[src/rtl/hci_package.sv]
// Shared types for the HCI n-way arbiter: the arbitration-mode encoding.
package hci_package;

    typedef enum logic {
        HCI_ARB_FIXED = 1'b0,  // lowest requesting index wins
        HCI_ARB_RR    = 1'b1   // rotate priority after each grant
    } hci_arb_mode_t;

endpackage

[src/rtl/hci_stall_counter.sv]
// Per-channel stall counter: counts cycles a channel waits with its request
// up and no grant, saturates at all-ones, and flags starvation once the
// count reaches the channel's threshold (threshold 0 = never starve).
module hci_stall_counter #(
    parameter int SW = 8
) (
    input  logic          clk_i,
    input  logic          rst_i,
    input  logic          req_i,
    input  logic          gnt_i,
    input  logic [SW-1:0] max_stall_i,
    output logic          starve_o
);
    localparam logic [SW-1:0] CNT_MAX = '1;

    logic [SW-1:0] count_q;

    // Wait counter: clear on grant or idle, otherwise count up and hold at max.
    always_ff @(posedge clk_i) begin
        // NOTE: sequential state uses non-blocking assignments so every
        // register samples values from before the clock edge.
        if (rst_i) begin
            count_q <= '0;
        end else if (!req_i || gnt_i) begin
            count_q <= '0;
        end else if (count_q != CNT_MAX) begin
            count_q <= count_q + 1'b1;
        end
    end

    assign starve_o = (max_stall_i != '0) && (count_q >= max_stall_i);

endmodule

[src/rtl/hci_nway_arbiter.sv]
// N-way arbiter in front of a single memory bank. One winner per cycle is
// picked combinationally (starving channels first, then fixed priority or
// round-robin), forwarded to the bank and granted with zero latency when the
// bank accepts. The response valid follows each grant by exactly one cycle.
module hci_nway_arbiter
    import hci_package::*;
#(
    parameter int N_IN = 2,
    parameter int AW   = 32,
    parameter int DW   = 32,
    parameter int SW   = 8
) (
    input  logic                    clk_i,
    input  logic                    rst_i,
    input  logic                    mode_i,
    input  logic [N_IN-1:0][SW-1:0] max_stall_i,

    input  logic [N_IN-1:0]         in_req_i,
    input  logic [N_IN-1:0][AW-1:0] in_add_i,
    input  logic [N_IN-1:0]         in_wen_i,
    input  logic [N_IN-1:0][DW/8-1:0] in_be_i,
    input  logic [N_IN-1:0][DW-1:0] in_data_i,
    output logic [N_IN-1:0]         in_gnt_o,
    output logic [N_IN-1:0]         in_r_valid_o,
    output logic [DW-1:0]           in_r_data_o,

    output logic                    mem_req_o,
    output logic [AW-1:0]           mem_add_o,
    output logic                    mem_wen_o,
    output logic [DW/8-1:0]         mem_be_o,
    output logic [DW-1:0]           mem_data_o,
    input  logic                    mem_gnt_i,
    input  logic [DW-1:0]           mem_r_data_i,

    output logic [N_IN-1:0]         starve_o
);
    localparam int PW = $clog2(N_IN);

    hci_arb_mode_t   mode;
    logic [PW-1:0]   rr_ptr_q;
    logic [PW-1:0]   winner;
    logic            win_valid;
    logic            grant_any;
    logic [N_IN-1:0] starve_req;
    logic [N_IN-1:0] r_valid_q;

    assign mode       = hci_arb_mode_t'(mode_i);
    assign starve_req = starve_o & in_req_i;
    assign win_valid  = |in_req_i;
    assign mem_req_o  = win_valid;
    assign grant_any  = win_valid & mem_gnt_i;

    // One stall counter per channel; its starve flag feeds the winner select.
    for (genvar k = 0; k < N_IN; k++) begin : g_stall
        hci_stall_counter #(
            .SW (SW)
        ) u_stall (
            .clk_i       (clk_i),
            .rst_i       (rst_i),
            .req_i       (in_req_i[k]),
            .gnt_i       (in_gnt_o[k]),
            .max_stall_i (max_stall_i[k]),
            .starve_o    (starve_o[k])
        );
    end

    // Winner select: starving requesters first, then fixed or round-robin.
    always_comb begin
        // NOTE: every combinational output gets a default first so no path
        // leaves it unassigned and no latch is inferred.
        winner = '0;
        if (|starve_req) begin
            for (int k = N_IN - 1; k >= 0; k--) begin
                if (starve_req[k]) winner = PW'(k);
            end
        end else if (mode == HCI_ARB_FIXED) begin
            for (int k = N_IN - 1; k >= 0; k--) begin
                if (in_req_i[k]) winner = PW'(k);
            end
        end else begin
            // Descending offset so the candidate closest to rr_ptr wins last.
            for (int o = N_IN - 1; o >= 0; o--) begin
                if (in_req_i[PW'((int'(rr_ptr_q) + o) % N_IN)]) begin
                    winner = PW'((int'(rr_ptr_q) + o) % N_IN);
                end
            end
        end
    end

    // Forward the winner's request to the bank and raise its grant bit.
    always_comb begin
        mem_add_o  = '0;
        mem_wen_o  = 1'b0;
        mem_be_o   = '0;
        mem_data_o = '0;
        in_gnt_o   = '0;
        if (win_valid) begin
            mem_add_o  = in_add_i[winner];
            mem_wen_o  = in_wen_i[winner];
            mem_be_o   = in_be_i[winner];
            mem_data_o = in_data_i[winner];
            in_gnt_o[winner] = mem_gnt_i;
        end
    end

    // Round-robin pointer: moves past the granted channel in RR mode only.
    always_ff @(posedge clk_i) begin
        if (rst_i) begin
            rr_ptr_q <= '0;
        end else if (mode == HCI_ARB_RR && grant_any) begin
            if (winner == PW'(N_IN - 1)) rr_ptr_q <= '0;
            else                         rr_ptr_q <= winner + 1'b1;
        end
    end

    // Response valid: one-cycle echo of the grant vector.
    always_ff @(posedge clk_i) begin
        if (rst_i) r_valid_q <= '0;
        else       r_valid_q <= in_gnt_o;
    end

    // A response still in flight when reset hits is dropped, not delivered.
    assign in_r_valid_o = rst_i ? '0 : r_valid_q;
    assign in_r_data_o  = mem_r_data_i;

endmodule

[config.mk]
export PLATFORM = sky130hd
export DESIGN_NAME = hci_nway_arbiter
export DESIGN_NICKNAME = d
export VERILOG_FILES = /design/src/rtl/hci_package.sv /design/src/rtl/hci_stall_counter.sv /design/src/rtl/hci_nway_arbiter.sv
export SDC_FILE = /design/constraint.sdc
export NUM_CORES = 1
export LEC_CHECK = 0
export CORE_AREA = 2 2 116 118
export CTS_CLUSTER_SIZE = 12
export DETAILED_ROUTE_END_ITERATION = 7
export DIE_AREA = 0 0 118 120
export PLACE_DENSITY = 0.66
export RECOVER_POWER = 25
export SLEW_MARGIN = 20
export SYNTH_ARGS = -nofsm -noshare
export SYNTH_HDL_FRONTEND = slang
export SYNTH_SLANG_ARGS = --single-unit
export TNS_END_PERCENT = 30
[constraint.sdc]
create_clock -name clk_i -period 3.5 [get_ports clk_i]
set_input_delay 0.7 -clock clk_i [delete_from_list [all_inputs] [get_ports clk_i]]
set_output_delay 0.7 -clock clk_i [all_outputs]
set_load 0.01 [all_outputs]
==> results of run 1 <==
critical path, stage by stage:
cell	delay (ns)
buf_6	0.09
or4_4	0.56
o21ai_4	0.23
buf_6	0.14
nor4_4	0.06
a211o_4	0.33
buf_12	0.15
buf_8	0.12
mux2i_2	0.17
buf_4	0.16
buf_6	0.10
synth_stat cells, types with 2 or more instances:
library cell	n
a2111oi_0	2
a21o_1	2
a21oi_1	14
and2_1	4
and3_1	7
buf_4	36
buf_6	8
clkbuf_1	10
dfxtp_1	19
ha_1	18
inv_1	88
mux2_2	3
mux2i_1	70
nand2_1	81
nand2b_1	2
nand3_1	4
nand3b_1	2
nand4_1	3
nor2_1	8
nor2b_1	4
nor3_1	10
nor4_1	5
o211ai_1	2
o21a_1	3
o21ai_0	4
o31ai_1	2
or4_1	2
xnor2_1	5
final cells by class:
| type | instances | area [um2] |
|---|---|---|
| well taps | 176 | 220.2 |
| clock buffers | 3 | 75.07 |
| flip-flops and latches | 19 | 380.4 |
| multi-input cells | 272 | 2283 |
| fillers | 1297 | 7129 |
| repair buffers | 280 | 2551 |
| clock inverters | 1 | 5.005 |
| inverters | 88 | 335.3 |
flip-flops by register name, indices dropped and copies added (netlist names):
register,count
r_valid_q,2
rr_ptr_q,1
g_stall.u_stall.count_q,16
path summary, 6_finish.rpt:
check                                     start             to  slack [ns]  cells after the start
setup / recovery                 max_stall_i[0]  mem_add_o[28]       -0.03                     11
hold / removal                         rr_ptr_q       rr_ptr_q        0.59                      3
setup reg to reg  g_stall[1].u_stall.count_q[7]       rr_ptr_q        1.00                      9
hold reg to reg                        rr_ptr_q       rr_ptr_q        0.59                      3
kinds of logic (layout without fill, tap and decap cells):
kind of cell,Yosys count,count (layout),synth area share [%]
simple gates,135,135,20.31
compound gates,39,40,9.159
fa+ha+maj,18,18,7.460
buf+inv,144,372,24.41
flops,19,19,12.60
xor+xnor,6,6,1.741
mux,73,73,24.33
metal layers:
metal	part of all wire (%)	global-route usage (%)	wire length [um]
met5	0.079	0	12
met4	3.1	6.175	461
met3	9.0	6.892	1356
met2	53	37.83	7946
met1	35	20.39	5331
per-stage QoR:
stage	hold slack, ns	cell area [um2]
6_report	0.5888	5851
5_1_grt	0.6324	5851
4_1_cts	0.5824	5894
3_5_place_dp	0.5590	5502
3_3_place_gp	0.5307	5502
2_1_floorplan	0.5065	3019
report_power, final:
group / internal, mW / switching, mW
combinational: 0.361 / 0.261
sequential: 0.220 / 0.00220
clock: 0.153 / 0.0851
repair_timing:
| action | in CTS | in global routing |
|---|---|---|
| pin swaps | 24 | 6 |
| setup endpoints to repair | 73 | 59 |
| resized for setup | 360 | 27 |
| hold endpoints to repair | 0 | 0 |
| gates cloned | 4 | 0 |
| setup buffers | 9 | 1 |
==> implementation parameters, run 1 <==
Parameter                              Value

Die
  Die width ... between 100 and 150 um
  Number of placed I/O pins ... 300
  Die outline height ... around 120 um
  Number of rows in the core area ... 42
  Standard cell core area ... 0.01298 mm2
  Starting utilization of the core area ... approximately a quarter
  Full die area ... about 0.014 mm2

Critical path
  Worst setup path category ... input pin to output port
  Critical path data arrival time ... around 2.8 ns
  Crit. End Element ... output port
  Critical Path Fanout Max ... 4
  Required time of the critical path ... 2.80 ns
  Critical path launch point type ... input pin

Synthesis
  Cells taking the most area after synthesis ... mux2i_1, dfxtp_1, inv_1
  Total of flip-flops plus latches after synthesis ... 19
  Yosys synthesis warning count ... 0
  Yosys top cell by area ... mux2i_1
  Gate Count Post-Synth ... between 400 and 500
  Distinct cells, synth ... 44
  Number of enable-type register cells in the synthesized netlist ... 0
  Fraction of registers with async set/reset ... 0%
  Primary FF master, synth ... dfxtp_1
  Area share of the leading cell type in the synthesized netlist ... a little under a quarter
  Syn nets ... between 600 and 700
  Sequential cell area fraction in the yosys report ... about 13%
  Cell area after technology mapping ... slightly above 0.003 mm2
  Syn Area/Cell ... between 6 and 7 um2

Global routing
  Maximum number of pins on one net before global-route repair ... 35
  Remaining global-route overflow ... 0
  Vias in the first global route ... slightly below 4,000
  Global-route wire length before repair ... around 22,000 um
  Global Route Usage Sum ... ~20%
  Number of antenna violations at the first check in global routing ... 1

Clock network
  Number of sinks on the clock net ... 19
  Number of levels the H-tree was split into ... 1
  Worst-Skew Late Latency ... 0.25 ns
  Master cell of the clock root buffer ... clkbuf_16
  Clock slew seen by the registers of the worst setup and hold paths ... about 0.060 ns
  Hold-fix buffer count after cts ... 0
  CTS tree ... built
  Number of buffers created by CTS ... 3
  Buffer levels on the longest clock path ... 2

Detailed routing
  DRC violation count after routing ... 0
  Detailed-route wire length per cell ... 18.01 um
  Total number of vias ... between 3,000 and 4,000
  Via density per instance ... between 4 and 5
  Detailed-routing iteration count for the pre-antenna-repair pass ... 7
  DRC marker count from the first detailed-route iteration ... 137
  Residual antenna-violating net count after detailed routing ... 0
  Overall routed net length ... 15,110 um

Final layout
  Layout Nets ... ~900
  N_diodes ... 0
  Non-filler instance count after layout ... between 800 and 900
  Utilization after layout ... between 40% and 50%
  Layout overhead on the synthesized area ... 93.78%
  Share of final-layout standard cells stronger than drive strength 1 ... 26.40%
  Most used cells in the layout excluding fill and tap cells ... clkdlybuf4s50_1, inv_1, nand2_1
  Leading cell type in the layout, fill and taps excluded ... clkdlybuf4s50_1

STA
  Hold Fails Final Rpt ... 0
  Tightest Pin Transition ... ~0.52 ns
  Unrepaired setup endpoints after global routing ... true
  Least setup slack across all paths after layout ... -0.02558 ns
  Normalized max-slew margin ... about two thirds
  Worst clock skew ... approximately 0.0024 ns
  Max Slew Vio Count ... 0
  Share of the cycle needed by the critical path after routing ... 100.7%
  Setup TNS ... -0.02558 ns
  Peak clock frequency supported by timing ... between 0.2 and 0.3 GHz
  Post-route minimum period ... 3.526 ns
  Setup-failing EPs final ... 1

Min path
  Hold crit path type ... flip-flop to flip-flop

Placement
  Total instance count after detailed placement ... a little over 800
  HPWL after DPL ... 12,200 um
  Weighted congestion at the end of routability-driven global placement ... 0.8790
  Post-place setup slack ... -1.052 ns
  Count of buffers from port buffering ... 235

Status
  Status ... complete, but fails checks
  Failing checks ... setup timing

Power
  Pwr Total ... around 1.1 mW
  Peak supply drop ... ~130 uV
  Static leakage ... 3.140 nW
  Power per cell area ... 185.0 mW/mm2

Job
  Number of violations of the max-capacitance limit ... 0
Power figures use the tool's default switching activity.
==> run 2: changes to the inputs <==
Settings changed: GPL_TIMING_DRIVEN set to 0.
==> run 2 against run 1 <==
  * The run still ends with setup timing left
  * Clock skew decreased by 0.0014 ns
  * Fmax about the same
  * Cell area increased by 7.3%
  * Non-clock buffer count increased by 58
  * Worst hold slack got worse by 0.017 ns
  * Combinational power increased by 10%
  * Die area unchanged
  * Critical path depth decreased by 1
  * Wire length increased by 1.1%
  * Final cell count increased by 6.8%
  * Global-route usage about the same
  * Core utilization increased by 3.3 points
==> implementation parameters, run 2 (same netlist as run 1, synthesis figures left out) <==
Parameter                              Value

Status
  Status ... complete, but fails checks
  Failing checks ... setup timing

Detailed routing
  DRC marker count from the first detailed-route iteration ... 118 (-14%)
  Detailed-routing iteration count for the pre-antenna-repair pass ... 4 (-3)
  Residual antenna-violating net count after detailed routing ... 0 (unchanged)
  Detailed-route wire length per cell ... 17.04 um (-5.3%)
  Total number of vias ... 3,846 (+3.0%)
  Via density per instance ... 4.292 (-3.6%)
  DRC violation count after routing ... 0 (unchanged)
  Overall routed net length ... 15,270 um (+1.1%)

Die
  Standard cell core area ... 0.01298 mm2 (unchanged)
  Full die area ... 0.01416 mm2 (unchanged)
  Number of placed I/O pins ... 300 (unchanged)
  Die outline height ... 120 um (unchanged)
  Number of rows in the core area ... 42 (unchanged)
  Die width ... 118 um (unchanged)
  Starting utilization of the core area ... 23.26% (unchanged)

STA
  Least setup slack across all paths after layout ... -0.02456 ns (+0.001025 ns)
  Setup-failing EPs final ... 3 (+2)
  Max Slew Vio Count ... 0 (unchanged)
  Post-route minimum period ... 3.525 ns (-0.001025 ns)
  Hold Fails Final Rpt ... 0 (unchanged)
  Share of the cycle needed by the critical path after routing ... 100.7% (about the same)
  Worst clock skew ... 0.001020 ns (-0.001376 ns)
  Unrepaired setup endpoints after global routing ... true
  Final-layout worst hold slack ... 0.5717 ns (-0.01715 ns)
  Peak clock frequency supported by timing ... 0.2837 GHz (about the same)
  Tightest Pin Transition ... 0.4719 ns (-0.04789 ns)
  Normalized max-slew margin ... 68.30% (+3.2 points)

Critical path
  Required time of the critical path ... 2.80 ns (about the same)
  Number of logic stages on the critical path including buffering ... 10 (-1)
  Critical Path, Cell by Cell ... buf_6 -> or4_4 -> o21ai_4 -> nor4_4 -> a211o_1 -> buf_6 -> buf_12 -> buf_12 -> mux2i_1 -> buf_2
  Crit-path leading delay family ... buffers and inverters
  Number of cells on the worst reg-to-reg path ... 11 (+2)
  Critical path launch point type ... input pin
  Critical path data arrival time ... 2.82 ns (about the same)
  Critical Path Fanout Max ... 6 (+2)
  Cell type of the slowest stage on the worst timing path ... or4_4
  Critical path's largest stage delay ... 0.56 ns (about the same)
  Crit path buf inv count ... 5 (-1)
  Crit. End Element ... output port
  Worst setup path category ... input pin to output port

Global routing
  Maximum number of pins on one net before global-route repair ... 11 (-69%)
  Global-route wire length before repair ... 21,890 um (+0.99%)
  Remaining global-route overflow ... 0 (unchanged)
  Number of antenna violations at the first check in global routing ... 1 (unchanged)
  Global Route Usage Sum ... 19.87% (-0.036 points)
  Vias in the first global route ... 3,929 (+1.7%)

Clock network
  Worst-Skew Late Latency ... 0.25 ns (about the same)
  Clock slew seen by the registers of the worst setup and hold paths ... 0.05 ns (about the same)
  Number of levels the H-tree was split into ... 1 (unchanged)
  Buffer levels on the longest clock path ... 2 (unchanged)
  Number of sinks on the clock net ... 19 (unchanged)
  Master cell of the clock root buffer ... clkbuf_16
  Number of buffers created by CTS ... 3 (unchanged)
  CTS tree ... built
  Hold-fix buffer count after cts ... 0 (unchanged)

Final layout
  Multi-input gate area ... 0.002182 mm2 (-4.4%)
  N_diodes ... 0 (unchanged)
  Max reg flops ... 16 (unchanged)
  Register bank with the most flops ... g_stall.u_stall.count_q
  Leading cell type in the layout, fill and taps excluded ... clkdlybuf4s50_1
  Layout Nets ... 931 (+6.5%)
  Share of final-layout standard cells stronger than drive strength 1 ... 26.67% (+0.27 points)
  Most used cells in the layout excluding fill and tap cells ... clkdlybuf4s50_1, nand2_1, inv_1
  Filler Cell Count ... 1,284 (-1.0%)
  Utilization after layout ... 48.37% (+3.3 points)
  Final std cell area, no fill ... 0.006279 mm2 (+7.3%)
  Layout overhead on the synthesized area ... 108.0%
  Largest registers ... g_stall.u_stall.count_q: 16 flops, r_valid_q: 2 flops, rr_ptr_q: 1 flops
  Combined flip-flop and latch cell area ... 381.6 um2 (+0.33%)

Placement
  Weighted congestion at the end of routability-driven global placement ... 0.8531 (-2.9%)
  Area after DPL ... 0.005912 mm2 (+7.5%)
  HPWL after DPL ... 12,600 um (+3.3%)
  Count of buffers from port buffering ... 267 (+14%)

Job
  Number of violations of the max-capacitance limit ... 0 (unchanged)

Power
  Pwr Total ... 1.147 mW (+5.9%)
  Static leakage ... 3.424 nW (+9.1%)
  Peak supply drop ... 112.7 uV (-11%)
  Power per cell area ... 182.7 mW/mm2 (-1.3%)

Min path
  Hold crit path type ... flip-flop to flip-flop
  Hold Path Cell Cnt ... 2 (-1)
## run 2: layer usage
layer | global-route usage [%] | wire length, um
met4 | 5.873 | 395
met2 | 37.43 | 7978
met5 | 0 | 13
met3 | 5.418 | 1180
met1 | 21.61 | 5703
## run 2: area by class of cell
cell class / count / area share [%]
Timing Repair Buffer: 284 / 41.67
Multi-Input combinational cell: 271 / 34.75
Buffer: 54 / 7.433
Sequential cell: 19 / 6.078
Inverter: 88 / 5.301
Tap cell: 176 / 3.507
Clock buffer: 4 / 1.255
## run 2: where the power goes
group | switching, mW | internal (mW) | total [mW]
Clock | 0.0811 | 0.155 | 0.236
Combinational | 0.284 | 0.403 | 0.687
Sequential | 0.00374 | 0.220 | 0.224
## run 2: worst paths after layout
check / from / endpoint / slack [ns]
max: max_stall_i[6] / mem_add_o[21] / -0.02
min reg2reg: g_stall[1].u_stall.count_q[4] / g_stall[1].u_stall.count_q[4] / 0.57
min: g_stall[1].u_stall.count_q[4] / g_stall[1].u_stall.count_q[4] / 0.57
max reg2reg: g_stall[0].u_stall.count_q[0] / rr_ptr_q / 0.93
## run 2: stage by stage
stage	setup WS, ns	std cells	setup TNS [ns]
finish	-0.02456	896	-0.04657
global route	-0.06793	896	-1.631
CTS	-0.08716	890	-1.979
detailed placement	-1.135	877	-69.80
global placement	-1.141	877	-71.64
floorplan	0.1935	434	0
## run 2: timing repair
item / in CTS / in global routing
cloned: 3 / 5
resized for setup: 373 / 73
pin swaps: 25 / 6
setup endpoints to repair: 74 / 68
setup buffers: 8 / 1
## run 2: tightest hold or removal path, delay by kind of cell (launching register included)
kind | cells | cell delay (ns)
flip-flops | 1 | 0.36
AND/OR/NAND/NOR | 2 | 0.17
